<file path="src/rtl/inst_loader.sv">
`default_nettype none
// ============================================================================
// Module      : inst_loader
// Description : Boot-time program loader. Assembles IW-bit instructions from
//               byte pairs on a valid/ready stream, writes them to consecutive
//               instruction-memory addresses from 0, and holds the fetch stage
//               halted until the image is complete.
// Revision    : 1.0 - initial release
// ============================================================================
module inst_loader #(
    parameter int IW = 9,
    parameter int AW = 8
) (
    input  logic          clk,
    input  logic          reset,      // asynchronous, active-low
    input  logic          start,
    input  logic [AW:0]   len,
    input  logic          in_valid,
    input  logic [7:0]    in_data,
    output logic          in_ready,
    output logic          wr_en,
    output logic [AW-1:0] wr_addr,
    output logic [IW-1:0] wr_data,
    output logic          core_hold,
    output logic          busy,
    output logic          done,
    output logic          err
);

    localparam logic [2:0] S_IDLE  = 3'd0;
    localparam logic [2:0] S_LO    = 3'd1;
    localparam logic [2:0] S_HI    = 3'd2;
    localparam logic [2:0] S_WRITE = 3'd3;
    localparam logic [2:0] S_DONE  = 3'd4;

    logic [2:0]  state;
    logic [AW:0] count;       // one extra bit so len = 2^AW needs no wrap
    logic [AW:0] len_q;
    logic [AW:0] count_next;

    assign count_next = count + 1'b1;

    // Handshake and status outputs decode directly from registered state,
    // so no path exists from in_valid/in_data to any output.
    assign in_ready = (state == S_LO) || (state == S_HI);
    assign wr_en    = (state == S_WRITE);
    assign busy     = (state != S_IDLE);
    assign done     = (state == S_DONE);

    // Load sequencer: byte assembly, address counting, hold and error flags.
    always_ff @(posedge clk or negedge reset) begin
        if (!reset) begin
            state     <= S_IDLE;
            count     <= '0;
            len_q     <= '0;
            wr_addr   <= '0;
            wr_data   <= '0;
            core_hold <= 1'b1;
            err       <= 1'b0;
        end else begin
            case (state)
                S_IDLE: begin
                    if (start) begin
                        len_q     <= len;
                        count     <= '0;
                        err       <= 1'b0;
                        core_hold <= 1'b1;
                        state     <= (len == '0) ? S_DONE : S_LO;
                    end
                end
                S_LO: begin
                    if (in_valid) begin
                        wr_data[7:0] <= in_data;
                        state        <= S_HI;
                    end
                end
                S_HI: begin
                    if (in_valid) begin
                        wr_data[IW-1] <= in_data[0];
                        // Address is captured here rather than decoded from
                        // count so it never shows the post-increment value.
                        wr_addr       <= count[AW-1:0];
                        if (in_data[7:1] != 7'd0) begin
                            err <= 1'b1;
                        end
                        state <= S_WRITE;
                    end
                end
                S_WRITE: begin
                    count <= count_next;
                    state <= (count_next == len_q) ? S_DONE : S_LO;
                end
                S_DONE: begin
                    core_hold <= 1'b0;
                    state     <= S_IDLE;
                end
                default: begin
                    state <= S_IDLE;
                end
            endcase
        end
    end

endmodule
`default_nettype wire

</file>
<file path="config.mk">
export PLATFORM = sky130hd
export DESIGN_NAME = inst_loader
export DESIGN_NICKNAME = d
export VERILOG_FILES = /design/src/rtl/inst_loader.sv
export SDC_FILE = /design/constraint.sdc
export NUM_CORES = 1
export LEC_CHECK = 0
export ABC_AREA = 1
export CELL_PAD_IN_SITES_DETAIL_PLACEMENT = 0
export CELL_PAD_IN_SITES_GLOBAL_PLACEMENT = 1
export CORE_MARGIN = 1.5
export CORE_UTILIZATION = 30
export CTS_CLUSTER_SIZE = 12
export DETAILED_ROUTE_END_ITERATION = 7
export HOLD_SLACK_MARGIN = 0.02
export PLACE_DENSITY_LB_ADDON = 0.1
export SETUP_SLACK_MARGIN = 0.3
export SYNTH_ARGS = -nofsm -noshare
export SYNTH_HDL_FRONTEND = slang
export SYNTH_SLANG_ARGS = --single-unit
</file>
<file path="constraint.sdc">
create_clock -name clk -period 2.9 [get_ports clk]
set_input_delay 0.58 -clock clk [delete_from_list [all_inputs] [get_ports clk]]
set_output_delay 0.58 -clock clk [all_outputs]
set_load 0.005 [all_outputs]
</file>
### Yosys cells after proc, flatten, opt, wreduce, memory -nomap -nowiden

Index checks and enable logic that the tools add are counted.

| storage, ports and cells | value |
|---|---|
| word-level logic and storage cells | 47 |
| output and inout bits | 23 |
| register bits | 40 |

| operators by class | value |
|---|---|
| add/subtract/negate cells | 1 |
| reduce and logical (&&, ||, !) cells | 15 |
| muxes and demuxes | 14 |
| eq/ne operators | 9 |

Operator list:

| operator | number |
|---|---|
| $pmux 9 s2 | 1 |
| $mux 3 | 5 |
| $pmux 3 s4 | 1 |
| $reduce_and 2->1 | 5 |
| $add 9x1->9 const B | 1 |
| $eq 9x9->1 | 1 |
| $logic_not 9->1 | 1 |
| $mux 9 | 1 |
| $reduce_bool 7->1 | 1 |
| $eq 3x2->1 const B | 2 |
| $ne 2x2->1 const B | 3 |
| $reduce_bool 2->1 | 3 |
| $mux 1 | 4 |
| $pmux 1 s2 | 2 |
| $reduce_and 4->1 | 1 |
| $eq 3x1->1 const B | 1 |
| $eq 3x3->1 const B | 1 |
| $logic_not 3->1 | 1 |
| $reduce_and 3->1 | 1 |
| $reduce_bool 3->1 | 1 |
| $ne 2x1->1 const B | 1 |
| $logic_or 1x1->1 | 1 |

### Depth between registers and ports, before layout

| depth | value |
|---|---|
| depth in word-level cells | 4 |
| depth in mapped cells | 14 |
| depth with buffers taken out | 14 |

### Worst setup path after synthesis

No wires, ideal clock.

| path | value |
|---|---|
| path kind | reg2reg |
| start point | reg count[0] |
| end point | reg state[0] |
| stages on the path, launching flop included | 12 |
| arrival | 1.427 ns |
| path slack | 1.357 ns |
| data required time | 2.784 ns |
| path buffers | 0 |
| clock period less this slack | 1.543 ns |
| path through | dfrtp_1 > ha_1 > xnor2_1 > nand2_1 > nor2_1 > nand3_1 > nor2_2 > nand3_1 > nand2_1 > nand2_1 > nand2_1 > nand2_1 |

| between the ends | value |
|---|---|
| longest elaborated chain between the ends | 4 |

RTL lines:

| what | RTL line | RTL |
|---|---|---|
| start, declared | 37 | `logic [AW:0] count;` |
| start signal, assigned | 90 | `count <= count_next;` |
| $add 9x1->9 | 41 | `assign count_next = count + 1'b1;` |
| $eq 9x9->1 | 91 | `state <= (count_next == len_q) ? S_DONE : S_LO;` |
| $mux 3 | 91 |  |
| $pmux 3 s4 | 61 | `case (state)` |
| end signal, assigned | 68 | `state <= (len == '0) ? S_DONE : S_LO;` |
| end signal, assigned | 91 |  |
| end, declared | 36 | `logic [2:0] state;` |

Every way passes these cells.
A chain may end at the register's enable or synchronous reset.

### Worst setup path after layout

| path | value |
|---|---|
| start point | reg state[2] |
| end point | out wr_en |

| between the ends | value |
|---|---|
| longest elaborated chain between the ends | 1 |

RTL lines:

| what | RTL line | RTL |
|---|---|---|
| $eq 3x2->1 | 46 | `assign wr_en = (state == S_WRITE);` |
| end, declared | 21 | `output logic wr_en,` |

Every way passes these cells.

==> results.txt <==
----------------------------------------------------
[Clock tree]
  Number of resized instances in the post-cts repair step ... 0
  Clock latency on the worst-skew pair ... roughly 0.29 ns
  Clock transition at path regs ... 0.08 ns
  CTS tree ... done
  H-tree level count ... 2
  Buffers inserted during post-CTS setup optimization ... 0
  Buffer levels on the longest clock path ... 2
  CTS hold repair buffers ... 0
  Number of buffers added by the clock tree synthesis step ... 5
  CTS sink count ... 40
  CTS root buf ... clkbuf_8

[Die]
  Number of top-level pins ... 44
  Die area ... 7043 µm²
  Starting density of the core ... between 30 and 40%
  Vertical die dimension ... ~84 µm
  Placeable core region ... between 6000 and 7000 µm²
  Die Wd ... around 84 µm
  Standard-cell rows ... 29

[Global route]
  Maximum number of pins on one net before global-route repair ... a little over 40
  Global route total overflow ... 0
  First-pass GRT wire length ... about 7.5 mm
  Antenna violations before repair ... 0
  Global router's overall resource usage ... between 10% and 20%
  Via count of the first global-routing pass ... 1557

[STA]
  Unrepaired setup endpoints after global routing ... no
  Peak Freq ... between 400 and 500 MHz
  Final Hold Fails ... 0
  Skew final ... slightly below 0.004 ns
  Worst Setup Slack, final ... 0.5088 ns
  Clock period minus worst slack ... 2.391 ns
  Final Setup Violations ... 0
  Total Neg Setup Slack ... 0 ns
  Fin crit share ... between 80% and 90%
  Slew at the pin closest to its max-slew limit ... 0.9131 ns
  Worst slew margin relative to its limit ... about two fifths
  Slew Limit Fails ... 0

[Synthesis]
  Post-synth EDFFs ... 0
  Syn_nets ... about 260
  Unique masters post-synth ... 28
  Yosys top cell by area ... dfrtp_1
  Largest cells by area after synthesis ... dfrtp_1 50%, nand2_1 13%, o21ai_0 7.4%
  Flip-flop cell with the highest count after synthesis ... dfrtp_1
  Synthesized area per cell ... just over 8 µm²
  Synth Instances ... 240
  Ys Warns ... 0
  Flip-flop and latch count after synthesis ... 40
  Share of flip-flops with an asynchronous set or reset after synthesis ... 100.0%
  Area fraction of the dominant cell type after synthesis ... between 40% and 50%
  Seq/Total Area, Yosys ... 51.02%
  Total standard cell area after synthesis ... 1964 µm²

[Power]
  Clk pwr share ... between 10% and 20%
  Worst supply voltage drop on vdd ... roughly 0.33 mV
  Total power density per cell area ... 874.3 nW/µm²
  Internal power contribution ... 0.001466 W
  Combinational group share of total power ... a little over two fifths
  Sw frac ... about a third
  Leakage power total ... 1.194 nW
  Flop pwr share ... 40.7%
  Switching power ... 0.0007805 W

[Critical path]
  Critical path arrival ... 1.81 ns
  Required time of the critical path ... between 2 and 2.5 ns
  Worst setup EP type ... output pin
  Critical-path maximum fanout ... 7
  Type of the setup path with the least slack ... reg -> out
  Critical-path cell list ... nor2_1 > nand2_1 > inv_1 > clkdlybuf4s50_1
  Slowest cell on crit path ... clkdlybuf4s50_1
  Worst stage delay on the critical path ... ~0.54 ns
  CP startpoint kind ... register

[Layout]
  Fraction of layout cells with a size suffix above 1 ... approximately 8.7%
  # diodes ... 0
  Summed area of non-filler cells in the final layout ... ~2600 µm²
  Area overhead of the layout relative to synthesis ... 30.83%
  Total Nets Final ... slightly above 300

[Route]
  Number of iterations in the first detailed-routing pass ... 4
  Initial DRC Count ... roughly 100
  Count of antenna-violating nets left after detailed routing ... 0
  Vias after detailed routing ... 1614
  Routed via count divided by cell count ... 4.434
  Average routed wire per standard cell ... 11.89 µm
  Number of remaining DRC errors ... 0
  Total wire length after detailed routing ... about 4.3 mm

[Placement]
  Input/output buffers ... 43
  Worst setup slack before clock tree synthesis ... about 0.81 ns
  Post-DP Area ... 2474 µm²
  Routability-driven placement congestion ratio ... 0.7636
  HPWL after detailed placement ... around 3.3 mm

[Hold path]
  Class of the tightest hold or removal check ... in -> async

[Flow run]
  Max cap viols ... 0

[Run status]
  Run status ... complete, no violations

----------------------------------------------------
## cells in the final DEF (no fill, tap or decap), types with 2 or more instances in the layout
cell type and count:
nand2_1 69, clkdlybuf4s50_1 42, dfrtp_1 39, inv_1 35, o21ai_0 29, nand3_1 14, nor2_1 8, o22ai_1 7
clkbuf_8 7, mux2_2 4, nand4_1 4, nand2_2 3, nand3b_1 3, nor2_2 3, xor2_1 3, a21oi_1 2
nand3_2 2, o21bai_1 2
## power by group through the flow
stage | Combinational (W) | Clock (W) | Sequential [W]
3_5_place_dp | 0.000949 | 0 | 0.000927
4_1_cts | 0.000950 | 0.000418 | 0.000917
6_report | 0.000934 | 0.000397 | 0.000915
3_3_place_gp | 0.000951 | 0 | 0.000923
5_1_grt | 0.00106 | 0.000437 | 0.000950
2_1_floorplan | 0.000512 | 0 | 0.000907
## sequential cells by signal (all words and copies together), names as in the netlist
name and count:
count 9, state 3, wr_addr 8, err 1, len_q 9, core_hold 1
wr_data 9
## per-layer routing
metal | global-route usage [%] | vias to the layer above | wire (µm)
li1 | - | 863 | -
met2 | 19.50 | 32 | 1863
met4 | 5.216 | 0 | 45
met3 | 2.572 | 4 | 152
met5 | 0 | - | 0
met1 | 19.50 | 715 | 2265
## cell families (layout without fill, tap and decap cells)
group / Yosys count / count (layout) / share of synthesized area [%]
xor+xnor: 4 / 4 / 1.784
fa+ha+maj: 1 / 1 / 0.6368
flops: 40 / 40 / 51.02
buf+inv: 40 / 87 / 7.898
mux: 4 / 4 / 2.293
simple gates: 110 / 110 / 25.10
compound gates: 41 / 41 / 11.27
## per-stage QoR
stage	power (W)	utilization, %	instances	hold slack [ns]
detailed placement	0.001876	38.96	357	0.4722
global placement	0.001875	38.96	357	0.4672
CTS	0.002285	40.47	364	0.4590
floorplan	0.001418	-	240	0.2844
finish	0.002247	40.47	364	0.4249
global route	0.002443	40.47	364	0.4892
## worst max-delay path, delay by kind of cell, from the launching register on
kind                   cells  cell delay (ns)
DFF                        1             0.40
buffers and inverters      2             0.78
and+or+nand+nor            2             0.33
## synthesized netlist by cell type (2+ instances only)
cell type,instances
nand2_1,69
dfrtp_1,39
inv_1,35
o21ai_0,29
nand3_1,14
nor2_1,8
o22ai_1,7
mux2_2,4
nand4_1,4
nand2_2,3
nand3b_1,3
nor2_2,3
xor2_1,3
a21oi_1,2
clkbuf_1,2
nand3_2,2
o21bai_1,2
## cell type report
cell class                      count  area [µm²]
Fill cell                         667        3780
Sequential cell                    40        1002
Multi-Input combinational cell    160       807.0
Timing Repair Buffer               44       432.9
Inverter                           36       135.1
Clock buffer                        7       96.34
Tap cell                           77       96.34
## final timing paths
| path | from | endpoint | slack (ns) | cells past startpoint |
|---|---|---|---|---|
| min in group clk | wr_data[8] | wr_data[8] | 0.48 | 2 |
| worst max register to register | count[0] | state[0] | 1.13 | 14 |
| worst max-delay path | state[2] | wr_en | 0.51 | 4 |
| worst min register to register | wr_data[8] | wr_data[8] | 0.48 | 2 |
| worst min-delay path | reset | wr_data[1] | 0.42 | 1 |
| max in group asynchronous | reset | len_q[6] | 1.90 | 1 |
Power figures use the tool's default switching activity.
